[config.mk]
export PLATFORM = sky130hd
export DESIGN_NAME = cfg_reg_file_hs
export DESIGN_NICKNAME = d
export VERILOG_FILES = /design/src/rtl/cfg_reg_file_hs.sv
export SDC_FILE = /design/constraint.sdc
export NUM_CORES = 1
export LEC_CHECK = 0
export CELL_PAD_IN_SITES_DETAIL_PLACEMENT = 0
export CELL_PAD_IN_SITES_GLOBAL_PLACEMENT = 1
export CORE_ASPECT_RATIO = 1.1
export CORE_UTILIZATION = 42
export CTS_CLUSTER_DIAMETER = 120
export DETAILED_ROUTE_END_ITERATION = 10
export PLACE_DENSITY_LB_ADDON = 0.1
export SLEW_MARGIN = 20
export SYNTH_ARGS = -nofsm -noshare
export SYNTH_HDL_FRONTEND = slang
export SYNTH_SLANG_ARGS = --single-unit
[constraint.sdc]
create_clock -name clk -period 13.2 [get_ports clk]
set_input_delay 2.64 -clock clk [delete_from_list [all_inputs] [get_ports clk]]
set_output_delay 2.64 -clock clk [all_outputs]
set_load 0.005 [all_outputs]
[src/rtl/cfg_reg_file_hs.sv]
// Parametrised configuration register file with per-bit write masks and a
// registered valid/ready response port for read data and optional write acks.
module cfg_reg_file_hs #(
    parameter int ADDR_W   = 3,
    parameter int NUM_REGS = 8,
    parameter int DATA_W   = 24,
    parameter int PKT_W    = 3 + ADDR_W + DATA_W,
    parameter logic [NUM_REGS-1:0][DATA_W-1:0] RESET_VALS  = '0,
    parameter logic [NUM_REGS-1:0][DATA_W-1:0] WRITE_MASKS = '1,
    parameter bit WRITE_ACK = 1'b0
) (
    input  logic                               clk,
    input  logic                               rst,
    input  logic [PKT_W-1:0]                   packet,
    input  logic                               cfg_read_en,
    input  logic                               cfg_write_en,
    output logic                               cmd_ready,
    output logic [2+ADDR_W+DATA_W-1:0]         resp_data,
    output logic                               resp_valid,
    input  logic                               resp_ready,
    output logic [NUM_REGS-1:0][DATA_W-1:0]    all_regs,
    output logic [NUM_REGS-1:0]                reg_changed
);

    logic [ADDR_W-1:0]               addr;
    logic [DATA_W-1:0]               data;
    logic [PKT_W-ADDR_W-DATA_W-1:0]  hdr_unused;
    logic                            accept;
    logic                            in_range;
    logic                            resp_gen;
    logic [DATA_W-1:0]               cur_val;
    logic [DATA_W-1:0]               cur_mask;
    logic [DATA_W-1:0]               new_val;
    logic [2+ADDR_W+DATA_W-1:0]      resp_next;

    assign addr       = packet[DATA_W +: ADDR_W];
    assign data       = packet[DATA_W-1:0];
    assign hdr_unused = packet[PKT_W-1:ADDR_W+DATA_W];

    // Single response slot: a new command may land in the same edge the old one drains.
    assign cmd_ready = !rst && (!resp_valid || resp_ready);
    assign accept    = (cfg_read_en || cfg_write_en) && cmd_ready;
    assign resp_gen  = cfg_read_en || (cfg_write_en && WRITE_ACK);

    always_comb begin
        cur_val  = '0;
        cur_mask = '0;
        in_range = 1'b0;
        for (int i = 0; i < NUM_REGS; i++) begin
            if (addr == ADDR_W'(i)) begin
                cur_val  = all_regs[i];
                cur_mask = WRITE_MASKS[i];
                in_range = 1'b1;
            end
        end
        new_val = (cur_val & ~cur_mask) | (data & cur_mask);

        // Read+write returns the post-write value under the read tag.
        if (!in_range)
            resp_next = {2'b01, addr, {DATA_W{1'b0}}};
        else if (cfg_write_en)
            resp_next = {(cfg_read_en ? 2'b10 : 2'b11), addr, new_val};
        else
            resp_next = {2'b10, addr, cur_val};
    end

    always_ff @(posedge clk or posedge rst) begin
        if (rst) begin
            all_regs    <= RESET_VALS;
            resp_valid  <= 1'b0;
            resp_data   <= '0;
            reg_changed <= '0;
        end else begin
            reg_changed <= '0;
            if (resp_valid && resp_ready)
                resp_valid <= 1'b0;
            if (accept) begin
                if (cfg_write_en) begin
                    for (int i = 0; i < NUM_REGS; i++) begin
                        if (addr == ADDR_W'(i)) begin
                            all_regs[i]    <= new_val;
                            reg_changed[i] <= 1'b1;
                        end
                    end
                end
                if (resp_gen) begin
                    resp_valid <= 1'b1;
                    resp_data  <= resp_next;
                end
            end
        end
    end

endmodule

# After elaboration in Yosys (flattened, before gate mapping)
# Cells that the tools add are included.
# W data, S select, Z words.
dict set report op_classes {
  bitwise_logic 4
  n_reduce_logical 17
  n_mux 38
  n_eq_ne 7
}
# operator count
set op_table {}
lappend op_table {{$mux W24} 17}
lappend op_table {{$and A24 B24 Y24} 2}
lappend op_table {{$mux W29} 1}
lappend op_table {{$not A24 Y24} 1}
lappend op_table {{$or A24 B24 Y24} 1}
lappend op_table {{$reduce_and A3 Y1} 8}
lappend op_table {{$mux W1} 18}
lappend op_table {{$mux W8} 2}
lappend op_table {{$eq A3 B3 Y1 const B} 4}
lappend op_table {{$eq A3 B2 Y1 const B} 2}
lappend op_table {{$eq A3 B1 Y1 const B} 1}
lappend op_table {{$logic_and A1 B1 Y1} 3}
lappend op_table {{$logic_not A3 Y1} 1}
lappend op_table {{$logic_not A1 Y1} 2}
lappend op_table {{$logic_or A1 B1 Y1} 2}
lappend op_table {{$reduce_and A2 Y1} 1}
dict set report word_totals {
  out_inout_bits 231
  wordCells 77
  register_bits 230
  in_bits 35
}

# Logic depth before layout (Yosys ltp)
dict set report logic_depth {
  ltp_word 14
  ltp_mapped 7
  depth_no_buf 4
}

# Worst setup path before layout
# Ideal clock, no wire load.
dict set report synth_timing {
  path_type {input port to flip-flop}
  start {input rst}
  end {register all_regs[120] in the netlist's numbering}
  stages 5
  arrival_time_ps 9406
  path_slack_ps 3669
  t_required_ps 13075
  setup_ps 125
  path_buffers 1
  path_cell_list {inv_1 > nand3_1 > nor2_2 > buf_2 > mux2_2}
}
dict set report synth_between {
  elab_chain_len 4
}
# element line
set synth_rtl {}
lappend synth_rtl {{start, declared} 13} ;# input logic rst,
lappend synth_rtl {{$logic_not A1 Y1 (no line)} -}
lappend synth_rtl {{$logic_and A1 B1 Y1} 41} ;# assign cmd_ready = !rst && (!resp_valid || resp_ready);
lappend synth_rtl {{$logic_and A1 B1 Y1} 42} ;# assign accept = (cfg_read_en || cfg_write_en) && cmd_ready;
lappend synth_rtl {{$reduce_and A3 Y1 (no line)} -}
lappend synth_rtl {{end signal, assigned by index} 81} ;# all_regs[i] <= new_val;
lappend synth_rtl {{end, declared} 21} ;# output logic [NUM_REGS-1:0][DATA_W-1:0] all_regs,
# No other way between the ends.
# A chain may end at the register's enable or synchronous reset.

# Worst setup path in the final report
dict set report layout_timing {
  start {input rst}
  end {output cmd_ready}
}
dict set report layout_between {
  elab_chain_len 2
}
# element line
set layout_rtl {}
lappend layout_rtl {{$logic_not A1 Y1 (no line)} -}
lappend layout_rtl {{$logic_and A1 B1 Y1} 41}
lappend layout_rtl {{end, declared} 17} ;# output logic cmd_ready,
# No other way between the ends.

==> results.ini <==
[synthesis]
synth_warnings = 0
postSynthCellCount = 800
ys_async_sr_fraction_pct = 100
seq_area_frac_synth_pct = 55.5
synth_cell_types = 34
syn-num-nets = 835
syn-cell-area_mm2 = 0.0104
syn_area_per_cell_um2 = 13.0
synth_ff_type = dfrtp_1
synth-seq-cells = 230
synth-edff-count = 0

[place]
place_congestion = 0.741
hpwlAfterDp_um = 18800
io_buffers = 262

[detailed_routing]
wl_per_cell_um = 23.3
num_vias = 7635
drc = 0
drt_iter0_markers = 333
finalWirelength_um = 31300
postRouteAntennaNets = 0
via_per_inst = 5.69
firstDrtPassIters = 4

[status]
status = complete, no violations

[pwr]
seqPwrFrac_pct = 42.5
switchingPower_w = 0.000632
vdd_drop_max_mv = 0.0961
intPower_w = 0.00170
leakage_nw = 5.84
power_density_mw_per_mm2 = 167
swShare_pct = 27.1
comb_power_share_pct = 28.4
p_clk_share_pct = 29.0

[critical_path]
path_delay_family = buffers and inverters
worstSetupPathType = input port to output pin
cp.arrival_ns = 4.01
slowest_delay_ns = 0.56
cp-end-kind = output pin
path_cells = clkdlybuf4s50_1 > nor2_1 > clkdlybuf4s50_1
cp_max_fo = 3
path_common_cell = clkdlybuf4s50_1
crit_slowest_cell = clkdlybuf4s50_1
cp-start-kind = input port
worst_ep_required_time_ns = 10.56
critical_path_buf_inv_count = 2

[clocking]
clk_latency_ns = 0.53
cts_tree = yes
cts_hold_buf = 0
cts_sinks = 230
cts.htree.levels = 1
post_cts_buffers = 0
clockBufferDepth = 3
clk_pin_slew_ns = 0.06
ctsResizeCount = 0
cts_root_buf = clkbuf_16
cts_buffers = 26

[min_path]
hold_path.class = flip-flop to flip-flop

[floorplan]
die-area_mm2 = 0.0253
die_w_um = 152
core_mm2 = 0.0239
start_util_pct = 43.4
die_h_um = 167
io_pins = 266
rows = 59

[grt]
grtUsageTotal_pct = 24.7
grt_max_degree = 103
grt_pass1_vias = 7761
antenna_found_initial = 1
grt_first_pass_wirelength_um = 48300
overflow = 0

[sta]
slew_headroom_pct = 24.2
fin_crit_sh_pct = 50.3
post-route-min-period_ns = 6.65
setup_viol = 0
rsz0062_at_grt = false
max_freq_ghz = 0.150
finalHoldViolations = 0
tns_ns = 0
slew_viol_final = 0
skew_ns = 0.0157
worst_pin_slew_ns = 1.14

[cells_and_area]
multi_input_area_mm2 = 0.00428
drive_above_1_share_pct = 25.4
regArea_mm2 = 0.00576
fin_util_pct = 58.2
fill_cells = 2068
final_cell_mix = 258 x clkdlybuf4s50_1, 230 x dfrtp_1, 200 x mux2_2
area_growth_syn_to_layout_pct = 34.3
final_common_cell = clkdlybuf4s50_1
nets = 1056

[job]
maxCapViolCount = 0

==> cells in the mapped netlist, types with 16 or more instances <==
master	number	area, um2
a211oi_1	16	120
a221o_1	20	200
and2_1	17	106
buf_1	24	90.1
buf_2	27	135
clkbuf_1	25	93.8
dfrtp_1	230	5760
mux2_2	200	2250
mux2i_1	25	250
nand2_1	37	139
nor2_1	22	82.6
o211ai_1	41	308
o221ai_1	19	166
==> area by class of cell <==
| cell class | count | share of cell area [%] |
|---|---|---|
| flip-flops and latches | 230 | 41.3 |
| multi-input cells | 482 | 30.7 |
| repair buffers | 270 | 19.2 |
| clock buffers | 38 | 5.43 |
| well taps | 305 | 2.74 |
| inverters | 11 | 0.350 |
| clock inverters | 6 | 0.234 |
| diodes | 1 | 0.0180 |
==> worst register-to-register path: stages (launching register included) <==
cell and delay, ns:
dfrtp_1 0.40, nand2b_1 0.16, nand3_1 0.33, nor2_4 0.98, mux2_2 0.45
==> power by group through the flow <==
stage	Combinational [W]	Clock [W]	Sequential [W]
2_1_floorplan	0.000240	0	0.000997
3_3_place_gp	0.000663	0	0.000997
3_5_place_dp	0.000669	0	0.00100
4_1_cts	0.000673	0.000689	0.000989
5_1_grt	0.000709	0.000718	0.00102
6_report	0.000662	0.000676	0.000990
==> final timing paths <==
path | startpoint | end | slack [ns] | cells past startpoint
max | rst | cmd_ready | 6.55 | 3
max in group asynchronous | rst | all_regs[62] | 8.65 | 4
min in group asynchronous | rst | resp_valid | 2.72 | 2
min reg2reg | resp_data[28] | resp_data[28] | 0.47 | 1
max reg2reg | resp_valid | all_regs[129] | 10.76 | 4
min | resp_data[28] | resp_data[28] | 0.47 | 1
==> registers in the layout, indices dropped and copies added (netlist names) <==
name and flops:
reg_changed 8, all_regs 192, resp_valid 1, resp_data 29
==> per-layer routing <==
layer	global-route usage, %	routed length (um)	vias up
met2	39.5	14800	236
met1	33.6	13600	3958
li1	-	-	3399
met3	6.12	2360	42
met5	0	0	-
met4	6.09	525	0
==> cell families after synthesis <==
logic type,Yosys count,share of synthesized area (%)
muxes,225,24.1
DFF,230,55.5
and+or+nand+nor,117,5.78
buffers and inverters,88,3.55
AOI/OAI and AO/OA,140,11.1
==> stage by stage <==
stage               hold WS [ns]  cell area [um2]  total power [W]  setup slack (ns)  std cells
finish                     0.466            13900          0.00233              6.55       1343
global route               0.480            13900          0.00244              6.55       1343
CTS                        0.472            13900          0.00235              6.56       1342
detailed placement         0.458            13100          0.00167              6.57       1298
global placement           0.455            13100          0.00166              6.57       1298
floorplan                  0.459            10400          0.00124              3.67        800
Power figures use the tool's default switching activity.
